$ cat config.mk
export PLATFORM = sky130hd
export DESIGN_NAME = video_byte_packer_flat
export DESIGN_NICKNAME = d
export VERILOG_FILES = /design/src/rtl/video_pkg.sv /design/src/rtl/video_byte_packer_if.sv /design/src/rtl/video_pixel_formatter.sv /design/src/rtl/video_byte_packer.sv /design/src/flat_wrapper.sv
export SDC_FILE = /design/constraint.sdc
export NUM_CORES = 2
export LEC_CHECK = 0
export BUFFER_PORTS_ARGS = -buffer_cell sky130_fd_sc_hd__buf_2
export CAP_MARGIN = 20
export CORE_MARGIN = 2
export CORE_UTILIZATION = 50
export CTS_BUF_LIST = sky130_fd_sc_hd__clkbuf_8 sky130_fd_sc_hd__clkbuf_16
export DETAILED_ROUTE_END_ITERATION = 12
export PLACE_DENSITY = 0.72
export SYNTH_ARGS = -nofsm -noshare
export SYNTH_HDL_FRONTEND = slang
export SYNTH_SLANG_ARGS = --single-unit
$ cat constraint.sdc
create_clock -name VID_CLK_I -period 5.2 [get_ports VID_CLK_I]
set_clock_uncertainty 0.1 [all_clocks]
set_input_delay 0.26 -clock VID_CLK_I [delete_from_list [all_inputs] [get_ports VID_CLK_I]]
set_output_delay 0.26 -clock VID_CLK_I [all_outputs]
set_load 0.005 [all_outputs]
$ cat src/rtl/video_pkg.sv
// Shared definitions for the video byte packer: FSM encoding, legal
// PORT_NUM/MEM_BYTES codes and helpers used by the top, the interface
// and the pixel formatter.
package video_pkg;

    typedef enum logic [1:0] {
        S_WAIT_VS = 2'd0,
        S_LINE    = 2'd1,
        S_FLUSH   = 2'd2
    } state_t;

    localparam logic [2:0] PORT_NUM_1  = 3'd1;
    localparam logic [2:0] PORT_NUM_2  = 3'd2;
    localparam logic [2:0] PORT_NUM_4  = 3'd4;
    localparam logic [2:0] MEM_BYTES_3 = 3'd3;
    localparam logic [2:0] MEM_BYTES_4 = 3'd4;

    // Smallest accumulator that still covers fill 0..47.
    localparam int MIN_ACC_BYTES = 48;

    // Width of the byte-count field for an out_bytes-wide word.
    function automatic int byte_num_width(input int out_bytes);
        return $clog2(out_bytes) + 1;
    endfunction

    // Anything but 1, 2 or 4 ports is treated as 4 ports.
    function automatic logic [2:0] legal_port_num(input logic [2:0] v);
        return (v == PORT_NUM_1 || v == PORT_NUM_2 || v == PORT_NUM_4) ? v : PORT_NUM_4;
    endfunction

    // Anything but 3 or 4 bytes per pixel is treated as 3 bytes.
    function automatic logic [2:0] legal_mem_bytes(input logic [2:0] v);
        return (v == MEM_BYTES_4) ? MEM_BYTES_4 : MEM_BYTES_3;
    endfunction

endpackage

$ cat src/rtl/video_byte_packer_if.sv
// FIFO write bus of the video byte packer.
// Handshake: a word transfers in every cycle with FIFO_WR_EN_O=1.
// FIFO_FULL_I is not backpressure: a word presented while FIFO_FULL_I=1
// is dropped (FIFO_WR_EN_O stays 0) and the producer moves on. SOF_O and
// FIFO_WR_BYTE_NUM_O are only meaningful together with FIFO_WR_EN_O.
interface video_byte_packer_if
    import video_pkg::*;
#(
    parameter int C_OUT_BYTES = 32
);
    localparam int BN_W = byte_num_width(C_OUT_BYTES);

    logic                     FIFO_FULL_I;
    logic                     FIFO_WR_EN_O;
    logic [C_OUT_BYTES*8-1:0] FIFO_WR_DATA_O;
    logic [BN_W-1:0]          FIFO_WR_BYTE_NUM_O;
    logic                     SOF_O;

    modport master (
        input  FIFO_FULL_I,
        output FIFO_WR_EN_O,
        output FIFO_WR_DATA_O,
        output FIFO_WR_BYTE_NUM_O,
        output SOF_O
    );

    modport slave (
        output FIFO_FULL_I,
        input  FIFO_WR_EN_O,
        input  FIFO_WR_DATA_O,
        input  FIFO_WR_BYTE_NUM_O,
        input  SOF_O
    );

endinterface

$ cat src/rtl/video_pixel_formatter.sv
// Turns one beat of up to C_MAX_PORT_NUM pixels into a contiguous byte
// string: per pixel {B,G,R} low to high, plus a 0x00 pad after R in
// 4-byte mode; port 0 lands in the lowest bytes. Components wider than
// 8 bits contribute their 8 MSBs.
module video_pixel_formatter
    import video_pkg::*;
#(
    parameter int C_MAX_PORT_NUM = 4,
    parameter int C_MAX_BPC      = 8,
    parameter int CNT_W          = $clog2(C_MAX_PORT_NUM*4 + 1)
) (
    input  logic [C_MAX_PORT_NUM*C_MAX_BPC-1:0] r,
    input  logic [C_MAX_PORT_NUM*C_MAX_BPC-1:0] g,
    input  logic [C_MAX_PORT_NUM*C_MAX_BPC-1:0] b,
    input  logic [2:0]                          port_num,
    input  logic [2:0]                          mem_bytes,
    output logic [C_MAX_PORT_NUM*32-1:0]        pix_bytes,
    output logic [CNT_W-1:0]                    pix_cnt
);

    function automatic logic [7:0] msb8(input logic [C_MAX_BPC-1:0] c);
        logic [C_MAX_BPC+7:0] ext;
        ext = {c, 8'h00};
        return ext[C_MAX_BPC+7 -: 8];
    endfunction

    // Place each active port's bytes at p*3 or p*4; inactive ports stay zero.
    always_comb begin
        pix_bytes = '0;
        for (int p = 0; p < C_MAX_PORT_NUM; p++) begin
            if (p < int'(port_num)) begin
                if (mem_bytes == MEM_BYTES_4) begin
                    pix_bytes[p*32 +: 24] = {msb8(r[p*C_MAX_BPC +: C_MAX_BPC]),
                                             msb8(g[p*C_MAX_BPC +: C_MAX_BPC]),
                                             msb8(b[p*C_MAX_BPC +: C_MAX_BPC])};
                end else begin
                    pix_bytes[p*24 +: 24] = {msb8(r[p*C_MAX_BPC +: C_MAX_BPC]),
                                             msb8(g[p*C_MAX_BPC +: C_MAX_BPC]),
                                             msb8(b[p*C_MAX_BPC +: C_MAX_BPC])};
                end
            end
        end
        pix_cnt = CNT_W'(port_num) * CNT_W'(mem_bytes);
    end

endmodule

$ cat src/rtl/video_byte_packer.sv
// Video byte packer: accumulates formatted pixel bytes and writes
// C_OUT_BYTES-wide words into a FIFO, flushing a partial word at the end
// of every line. Optional macro VIDEO_BYTE_PACKER_DROP_CNT_EN adds a
// saturating 16-bit dropped-word counter on DROP_CNT_O.
module video_byte_packer
    import video_pkg::*;
#(
    parameter int C_MAX_PORT_NUM = 4,
    parameter int C_MAX_BPC      = 8,
    parameter int C_OUT_BYTES    = 32
) (
    input  logic                                VID_CLK_I,
    input  logic                                VID_RSTN_I,
    input  logic                                VS_I,
    input  logic                                HS_I,
    input  logic                                DE_I,
    input  logic [C_MAX_PORT_NUM*C_MAX_BPC-1:0] R_I,
    input  logic [C_MAX_PORT_NUM*C_MAX_BPC-1:0] G_I,
    input  logic [C_MAX_PORT_NUM*C_MAX_BPC-1:0] B_I,
    input  logic [2:0]                          PORT_NUM_I,
    input  logic [2:0]                          MEM_BYTES_I,
    video_byte_packer_if.master                 fifo_if,
    output logic                                OVERFLOW_O,
`ifdef VIDEO_BYTE_PACKER_DROP_CNT_EN
    output logic [15:0]                         DROP_CNT_O,
`endif
    output state_t                              DBG_STATE_O
);

    localparam int PIX_BYTES = C_MAX_PORT_NUM * 4;
    localparam int ACC_BYTES = (C_OUT_BYTES + PIX_BYTES > MIN_ACC_BYTES) ?
                               (C_OUT_BYTES + PIX_BYTES) : MIN_ACC_BYTES;
    localparam int ACC_W     = ACC_BYTES * 8;
    localparam int OUT_W     = C_OUT_BYTES * 8;
    localparam int FILL_W    = $clog2(ACC_BYTES + 1);
    localparam int SUM_W     = FILL_W + 1;
    localparam int CNT_W     = $clog2(PIX_BYTES + 1);
    localparam int BN_W      = byte_num_width(C_OUT_BYTES);

    state_t             state;
    logic               vs_d;
    logic [2:0]         cfg_port;
    logic [2:0]         cfg_mem;
    logic [ACC_W-1:0]   acc;
    logic [FILL_W-1:0]  fill;
    logic               wr_valid;
    logic [OUT_W-1:0]   wr_data;
    logic [BN_W-1:0]    wr_bn;
    logic               sof_q;
    logic               sof_pend;
    logic               overflow;

    logic [PIX_BYTES*8-1:0] pix_bytes;
    logic [CNT_W-1:0]       pix_cnt;
    logic [SUM_W-1:0]       sum;
    logic [ACC_W-1:0]       merged;
    logic                   vs_rise;
    logic                   drop;
    logic                   unused_hs;

    assign unused_hs = HS_I;

    video_pixel_formatter #(
        .C_MAX_PORT_NUM (C_MAX_PORT_NUM),
        .C_MAX_BPC      (C_MAX_BPC),
        .CNT_W          (CNT_W)
    ) u_formatter (
        .r         (R_I),
        .g         (G_I),
        .b         (B_I),
        .port_num  (cfg_port),
        .mem_bytes (cfg_mem),
        .pix_bytes (pix_bytes),
        .pix_cnt   (pix_cnt)
    );

    // Append the incoming bytes right above the current fill level.
    always_comb begin
        vs_rise = VS_I & ~vs_d;
        sum     = SUM_W'(fill) + SUM_W'(pix_cnt);
        merged  = acc | (ACC_W'(pix_bytes) << {fill, 3'b000});
        drop    = wr_valid & fifo_if.FIFO_FULL_I;
    end

    // Frame/line FSM with the byte accumulator and registered word outputs.
    // Beats arriving in S_FLUSH are accepted like S_LINE beats (fill is 0
    // there), so a one-cycle horizontal blank loses no pixels.
    always_ff @(posedge VID_CLK_I or negedge VID_RSTN_I) begin
        if (!VID_RSTN_I) begin
            state    <= S_WAIT_VS;
            vs_d     <= 1'b0;
            cfg_port <= PORT_NUM_4;
            cfg_mem  <= MEM_BYTES_3;
            acc      <= '0;
            fill     <= '0;
            wr_valid <= 1'b0;
            wr_data  <= '0;
            wr_bn    <= '0;
            sof_q    <= 1'b0;
            sof_pend <= 1'b0;
            overflow <= 1'b0;
        end else begin
            vs_d     <= VS_I;
            wr_valid <= 1'b0;
            wr_data  <= '0;
            wr_bn    <= '0;
            sof_q    <= 1'b0;
            if (drop) begin
                overflow <= 1'b1;
            end
            if (vs_rise) begin
                state    <= S_LINE;
                acc      <= '0;
                fill     <= '0;
                cfg_port <= legal_port_num(PORT_NUM_I);
                cfg_mem  <= legal_mem_bytes(MEM_BYTES_I);
                sof_pend <= 1'b1;
            end else begin
                case (state)
                    S_WAIT_VS: begin
                        state <= S_WAIT_VS;
                    end
                    S_LINE, S_FLUSH: begin
                        state <= S_LINE;
                        if (DE_I) begin
                            if (sum >= SUM_W'(C_OUT_BYTES)) begin
                                wr_valid <= 1'b1;
                                wr_data  <= merged[OUT_W-1:0];
                                wr_bn    <= BN_W'(C_OUT_BYTES);
                                sof_q    <= sof_pend;
                                sof_pend <= 1'b0;
                                acc      <= merged >> OUT_W;
                                fill     <= FILL_W'(sum - SUM_W'(C_OUT_BYTES));
                            end else begin
                                acc  <= merged;
                                fill <= FILL_W'(sum);
                            end
                        end else if (fill != '0) begin
                            // Bytes above fill are always zero, so the low
                            // word is already the zero-padded partial word.
                            state    <= S_FLUSH;
                            wr_valid <= 1'b1;
                            wr_data  <= acc[OUT_W-1:0];
                            wr_bn    <= BN_W'(fill);
                            sof_q    <= sof_pend;
                            sof_pend <= 1'b0;
                            acc      <= '0;
                            fill     <= '0;
                        end
                    end
                    default: begin
                        state <= S_WAIT_VS;
                    end
                endcase
            end
        end
    end

`ifdef VIDEO_BYTE_PACKER_DROP_CNT_EN
    logic [15:0] drop_cnt;

    // Saturating count of words dropped on a full FIFO.
    always_ff @(posedge VID_CLK_I or negedge VID_RSTN_I) begin
        if (!VID_RSTN_I) begin
            drop_cnt <= '0;
        end else if (drop && drop_cnt != 16'hFFFF) begin
            drop_cnt <= drop_cnt + 16'd1;
        end
    end

    assign DROP_CNT_O = drop_cnt;
`endif

    assign fifo_if.FIFO_WR_EN_O       = wr_valid & ~fifo_if.FIFO_FULL_I;
    assign fifo_if.FIFO_WR_DATA_O     = wr_data;
    assign fifo_if.FIFO_WR_BYTE_NUM_O = wr_bn;
    assign fifo_if.SOF_O              = sof_q & ~fifo_if.FIFO_FULL_I;
    assign OVERFLOW_O                 = overflow;
    assign DBG_STATE_O                = state;

endmodule
$ cat src/flat_wrapper.sv
// flat-port wrapper written by rule: the top's interface ports become plain ports
module video_byte_packer_flat import video_pkg::*;
#(
    parameter int C_MAX_PORT_NUM = 4,
    parameter int C_MAX_BPC      = 8,
    parameter int C_OUT_BYTES    = 32
)
  (VID_CLK_I, VID_RSTN_I, VS_I, HS_I, DE_I, R_I, G_I, B_I, PORT_NUM_I, MEM_BYTES_I, OVERFLOW_O, DBG_STATE_O, fifo_if_FIFO_FULL_I, fifo_if_FIFO_WR_EN_O, fifo_if_FIFO_WR_DATA_O, fifo_if_FIFO_WR_BYTE_NUM_O, fifo_if_SOF_O);
  video_byte_packer_if #(.C_OUT_BYTES(C_OUT_BYTES)) fifo_if_i ();
  input  logic VID_CLK_I;
  input  logic VID_RSTN_I;
  input  logic VS_I;
  input  logic HS_I;
  input  logic DE_I;
  input  logic [C_MAX_PORT_NUM*C_MAX_BPC-1:0] R_I;
  input  logic [C_MAX_PORT_NUM*C_MAX_BPC-1:0] G_I;
  input  logic [C_MAX_PORT_NUM*C_MAX_BPC-1:0] B_I;
  input  logic [2:0] PORT_NUM_I;
  input  logic [2:0] MEM_BYTES_I;
  output logic OVERFLOW_O;
  output state_t DBG_STATE_O;
  input wire logic [$bits(fifo_if_i.FIFO_FULL_I)-1:0] fifo_if_FIFO_FULL_I;
  output wire logic [$bits(fifo_if_i.FIFO_WR_EN_O)-1:0] fifo_if_FIFO_WR_EN_O;
  output wire logic [$bits(fifo_if_i.FIFO_WR_DATA_O)-1:0] fifo_if_FIFO_WR_DATA_O;
  output wire logic [$bits(fifo_if_i.FIFO_WR_BYTE_NUM_O)-1:0] fifo_if_FIFO_WR_BYTE_NUM_O;
  output wire logic [$bits(fifo_if_i.SOF_O)-1:0] fifo_if_SOF_O;
  assign fifo_if_i.FIFO_FULL_I = fifo_if_FIFO_FULL_I;
  assign fifo_if_FIFO_WR_EN_O = fifo_if_i.FIFO_WR_EN_O;
  assign fifo_if_FIFO_WR_DATA_O = fifo_if_i.FIFO_WR_DATA_O;
  assign fifo_if_FIFO_WR_BYTE_NUM_O = fifo_if_i.FIFO_WR_BYTE_NUM_O;
  assign fifo_if_SOF_O = fifo_if_i.SOF_O;
  video_byte_packer #(.C_MAX_PORT_NUM(C_MAX_PORT_NUM), .C_MAX_BPC(C_MAX_BPC), .C_OUT_BYTES(C_OUT_BYTES)) u_core (.VID_CLK_I(VID_CLK_I), .VID_RSTN_I(VID_RSTN_I), .VS_I(VS_I), .HS_I(HS_I), .DE_I(DE_I), .R_I(R_I), .G_I(G_I), .B_I(B_I), .PORT_NUM_I(PORT_NUM_I), .MEM_BYTES_I(MEM_BYTES_I), .fifo_if(fifo_if_i), .OVERFLOW_O(OVERFLOW_O), .DBG_STATE_O(DBG_STATE_O));
endmodule
; Word-level counts from Yosys, hierarchy flattened
; Cells that the tools add are included.
[word_totals]
regBits = 665
input_bits = 108
out_inout_bits = 267
word_cells = 97
[classes]
addsub = 2
n_mul = 1
order_cmp = 5
n_eq_ne = 8
shifts = 1
n_mux = 53
bitwise_logic = 7
n_reduce_logical = 8
[op_table]
columns = op, count
row1 = 384-bit 2-to-1 mux, 5
row2 = 256-bit 2-to-1 mux, 5
row3 = 384-bit OR, 1
row4 = 120-bit by 9-bit << shifter with 384-bit output, 1
row5 = 24-bit 2-to-1 mux, 3
row6 = 6-bit 2-to-1 mux, 10
row7 = 16-bit 2-to-1 mux, 3
row8 = 48-bit 2-to-1 mux, 1
row9 = 40-bit 2-to-1 mux, 1
row10 = 32-bit 2-to-1 mux, 1
row11 = 8-bit 2-to-1 mux, 3
row12 = 1-bit 2-to-1 mux, 15
row13 = "3-bit equality test, second input constant", 3
row14 = 2-bit 2-to-1 mux, 4
row15 = 6-bit by 5-bit adder with 7-bit output, 1
row16 = "7-bit by 6-bit >= comparator with 1-bit output, second input constant", 1
row17 = "1-bit by 3-bit < comparator with 1-bit output, first input constant", 2
row18 = "2-bit by 3-bit < comparator with 1-bit output, first input constant", 2
row19 = 3-bit 2-to-1 mux, 2
row20 = 6-bit nonzero test, 1
row21 = "6-bit subtractor, second input constant", 1
row22 = 3-bit by 3-bit multiplier with 5-bit output, 1
row23 = 1-bit AND, 4
row24 = "3-bit by 1-bit equality test with 1-bit output, second input constant", 1
row25 = 11 further kinds, 13

; Depth between registers and ports, before layout
[logic_depth]
depth_word = 13
ltp_mapped = 23
mapped_depth_nobuf = 15

; Modules after synthesis
; A second synthesis with hierarchy kept.
[unflattened]
cells_unflattened = 4043
hier_area_um2 = 38130.3
[by_module_without_submodules]
columns = module, instances, cells_per_inst, area_per_inst_um2, seq_area_each_um2
row1 = video_byte_packer, 1, 3811, 36663.9, 16618.4
row2 = video_pixel_formatter, 1, 232, 1466.4, 0.0

; Least setup slack after synthesis
; Ideal clock, no wire load.
[synth_path]
kind = reg2reg
startpoint = reg u_core.cfg_port[2]
endpoint = reg u_core.wr_data[147], in the netlist u_core.fifo_if.FIFO_WR_DATA_O[147]
setup_time_ns = 0.134
arrival_ns = 5.327
required_ns = 4.966
path_slack_ns = -0.361
path_stages_with_launch = 23
path_buffers = 7
synth_period_minus_slack_ns = 5.561
path_cell_list = dfstp_2 -> buf_2 -> buf_2 -> buf_2 -> clkbuf_1 -> clkbuf_1 -> nand2_1 -> fa_1 -> inv_1 -> ha_1 -> fa_1 -> xor2_1 -> xnor2_1 -> ha_1 -> nor2b_1 -> nand4b_1 -> o311a_1 -> o21ai_1 -> clkbuf_1 -> clkbuf_1 -> nor2_1 -> a21oi_1 -> o21ai_0
[synth_via]
elab_chain_cells = 10
elab_cells_between_ends = 19
classes_between = add/sub: 1 / mul: 1 / order compare: 5 / shift: 1 / mux: 10 / bitwise: 1
[synth_lines]
columns = element, line
row1 = "start, declared", video_byte_packer.sv:42  ; logic [2:0] cfg_port;
row2 = "start signal, assigned", video_byte_packer.sv:115  ; cfg_port <= legal_port_num(PORT_NUM_I);
row3 = "parallel branches: the longest is 6 deep, another holds 6-bit by 5-bit adder with 7-bit output", -
row4 = 256-bit 2-to-1 mux *, video_byte_packer.sv:126  ; if (sum >= SUM_W'(C_OUT_BYTES)) begin
row5 = 256-bit 2-to-1 mux *, video_byte_packer.sv:125  ; if (DE_I) begin
row6 = 256-bit 2-to-1 mux *, video_byte_packer.sv:119  ; case (state)
row7 = 256-bit 2-to-1 mux *, video_byte_packer.sv:111  ; if (vs_rise) begin
row8 = "end signal, assigned", video_byte_packer.sv:128  ; wr_data <= merged[OUT_W-1:0];
row9 = "end signal, assigned", video_byte_packer.sv:143  ; wr_data <= acc[OUT_W-1:0];
row10 = "end, declared", video_byte_packer.sv:47  ; logic [OUT_W-1:0] wr_data;
; Every way passes the cells marked *.
; A chain may end at the register's enable or synchronous reset.

; Worst setup path in the final report
[layout_path]
startpoint = reg u_core.cfg_port[2]
endpoint = reg u_core.acc[147]
[layout_via]
elab_chain_cells = 10
elab_cells_between_ends = 19
classes_between = add/sub: 1 / mul: 1 / order compare: 5 / shift: 1 / mux: 10 / bitwise: 1
[layout_lines]
columns = element, line
row1 = "parallel branches: the longest is 6 deep, another holds 6-bit by 5-bit adder with 7-bit output", -
row2 = 384-bit 2-to-1 mux *, video_byte_packer.sv:126
row3 = 384-bit 2-to-1 mux *, video_byte_packer.sv:125
row4 = 384-bit 2-to-1 mux *, video_byte_packer.sv:119
row5 = 384-bit 2-to-1 mux *, video_byte_packer.sv:111
row6 = "end signal, assigned", video_byte_packer.sv:132  ; acc <= merged >> OUT_W;
row7 = "end signal, assigned", video_byte_packer.sv:135  ; acc <= merged;
row8 = "end, declared", video_byte_packer.sv:44  ; logic [ACC_W-1:0] acc;
; Every way passes the cells marked *. The select of a mux whose other input is x is not followed.

==> run metrics <==
status=completed; Adder-Cell Fraction of Synth Area=0.004431; FF+latch area=16630 µm²; GP Congestion=1.099; Root Driver=clkbuf_16; # DRC=0; post-synthesis compound-gate area fraction=0.3238; crit path launch=u_core.cfg_port[2]; dominant cell type by area after synthesis=dfrtp_1; dpl hpwl=133200 µm; end point of the critical path=u_core.acc[147]; setup total negative slack=0 ps; DR iter-0 viols=6457; H-tree depth=3; Multi-input gate area=18090 µm²; TritonCTS buffer count=71; CTS Sinks=664; crit start category=flop; Max VDD drop=661.1 µV; worst-case clock buffer depth=3; Max-Cap Viols=0; WP data required=5630 ps; share of the synthesized area in the top cell type=0.4583; # rows=98; TritonRoute pass-1 iters=7; Setup CP Type=flop to flop; Mapped Cells=3874; yosys warns=0; Core Region=71490 µm²; largest cells by area after synthesis=dfrtp_1 46%, a21oi_1 4.6%, o21ai_0 4.6%; final number of setup-violating endpoints=0; non-filler instance count after layout=5235; total I/O pin count=375; total grt overflow=0; RR Startpoint=u_core.cfg_port[2]; Die Y=272.9 µm; latest clock arrival within the worst-skew pair=660 ps; Syn Std Cell Area=36150 µm²; Least-Margin Pin Slew=1306 ps; cell with the most instances after synthesis=dfrtp_1; Cells after DPL=5077; Synth Area in XOR/XNOR=0.001454; Clk pin slew, worst setup/hold paths=60 ps; r2r worst-path depth=9; Critical Path AT=5500 ps; Worst Setup End Kind=flop; first-pass GRT wire length=258200 µm; ratio of cells with drive above 1 in the final layout=0.2036; Async SR Flop Fraction=1.000; LEAKAGE=18.98 nW; DRT antenna net count=0; Die ar.=74460 µm²; routed len/inst=34.77 µm; Initial Util=0.5056; Syn Nets=3993; GRT Total Usage=0.4803; Critical Path Fanout Max=59; fillers=6270; Final Cycle Share=0.9757; CTS tree=yes; minimum clock period=5074 ps; Layout area overhead=18.08%; max_slew headroom=0.1045; post-synthesis sequential area ratio=0.4598; port bufs=373; simple-gate area share of the yosys netlist=0.1178; reg-to-reg endpoint=u_core.acc[147]; number of global-route vias before repair=35471; Fin. Hold Viols=0; Vias=38021; post-synthesis mux area share=0.04836; Avg Vias per Cell=7.263; Post-synth top cells=662 x dfrtp_1, 381 x nand2_1, 335 x a21oi_1, 335 x o21ai_0, 319 x nor2_1; synthesis-stage register bit count=664; Mean Syn Cell Area=9.330 µm²; Fmax=0.1971 GHz; largest net degree at the start of global routing=128; final core occ=0.5971; ys flop type=dfrtp_1; flop-to-flop setup slack=130 ps; combinational family with the most area after synthesis=compound AO/OA/AOI/OAI gates; Hold Crit Class=input pin to flop; Die Width=272.9 µm; Slew Limit Fails=0; PD cells=562.1 nW/µm²; initial antenna violation count=2; Post-synth EDFFs=0; final WL=182000 µm; Yosys cell types=86; nets=4345
==> report_power, final <==
part,internal (mW),switching (mW),leakage [nW]
clock,2.84,2.30,1.20
combinational,3.36,9.07,8.58
sequential,5.85,0.584,9.20
total,12.0,11.9,19.0
==> registers in the layout, summed over array words and instances, names as in the netlist, 2 cells and up <==
register	cells
u_core.DBG_STATE_O	2
u_core.acc	384
u_core.cfg_mem	2
u_core.cfg_port	3
u_core.fifo_if.FIFO_WR_BYTE_NUM_O	6
u_core.fifo_if.FIFO_WR_DATA_O	256
u_core.fill	6
==> metrics by stage <==
step	hold slack [ps]	worst slack [ps]	instance area, µm²	total power, mW
6_report	69.83	126.2	42680	23.99
5_1_grt	63.01	-6.992	42680	24.44
4_1_cts	19.71	59.47	42550	23.20
3_5_place_dp	256.9	195.7	40080	18.08
3_3_place_gp	258.1	248.5	40070	17.98
2_1_floorplan	-135.6	6.904	36180	12.69
==> worst min path at each step <==
stage | startpoint | endpoint | slack, ps | cells after the start
floorplan | VID_RSTN_I | u_core.DBG_STATE_O[0] | -140 | 0
CTS | R_I[27] | u_core.acc[363] | 20 | 3
global placement | VID_RSTN_I | u_core.OVERFLOW_O | 260 | 1
detailed placement | VID_RSTN_I | u_core.OVERFLOW_O | 260 | 1
global route | R_I[28] | u_core.acc[364] | 60 | 4
finish | R_I[28] | u_core.acc[108] | 70 | 4
==> layout by cell type (no fill, tap or decap), drive strengths merged, types with 12 or more instances in the layout <==
cell type / netlist / layout
mux2: 24 / 24
a22o: 162 / 162
nor3: 54 / 54
a211o: 17 / 17
o221a: 13 / 13
clkinv: 2 / 19
dlygate4sd3: 0 / 13
o211ai: 42 / 42
a311oi: 16 / 16
nor2: 321 / 321
nand2b: 18 / 18
nand3b: 12 / 12
a2bb2oi: 14 / 14
buf: 103 / 636
mux2i: 109 / 109
dfrtp: 662 / 662
a31oi: 61 / 61
a21boi: 38 / 38
inv: 20 / 43
a211oi: 41 / 41
o21a: 13 / 13
mux4: 17 / 17
a222oi: 21 / 21
a21oi: 336 / 336
a21o: 34 / 34
o22ai: 71 / 71
nand2: 382 / 382
nand4: 26 / 26
nand3: 62 / 62
o221ai: 79 / 79
a32oi: 13 / 13
and2: 17 / 17
a221oi: 101 / 101
o21ai: 357 / 357
and3: 13 / 13
o2bb2ai: 19 / 19
clkbuf: 268 / 81
a22oi: 94 / 94
a221o: 58 / 58
==> worst max-delay path, stage by stage, from the launching register on <==
cell,delay [ps]
dfstp_2,530
buf_4,430
buf_4,610
a21o_1,250
nand2_2,260
a221oi_2,750
mux2i_1,400
mux2i_1,1070
a22oi_1,250
o221ai_1,270
==> cells by family after synthesis <==
kind of cell    after synthesis
compound gates             1683
xor+xnor                      6
fa+ha+maj                    11
buf+inv                     393
flops                       664
mux                         150
simple gates                967
==> what timing repair did <==
| action | in CTS | in global routing |
|---|---|---|
| hold endpoints to repair | 102 | 0 |
| endpoints found under the setup margin | 0 | 92 |
| hold buffers | 13 | 0 |
| buffers inserted | 0 | 7 |
| gates resized for setup | 0 | 2 |
==> area by class of cell <==
| class | count | area share |
|---|---|---|
| Antenna cell | 3 | 0.0001759 |
| Clock buffer | 81 | 0.04485 |
| Clock inverter | 48 | 0.009967 |
| Inverter | 22 | 0.001964 |
| Multi-Input combinational cell | 2818 | 0.4238 |
| Sequential cell | 664 | 0.3896 |
| Tap cell | 950 | 0.02785 |
| Timing Repair Buffer | 649 | 0.1018 |
==> per-layer routing <==
layer,global-route usage,wire (µm),up-vias
met5,0,0,-
met4,0.3540,16390,0
met3,0.1344,22540,743
met2,0.6878,76800,2936
met1,0.6218,66300,18818
li1,-,-,15524
Note: power is estimated with default switching activity, not from simulation.
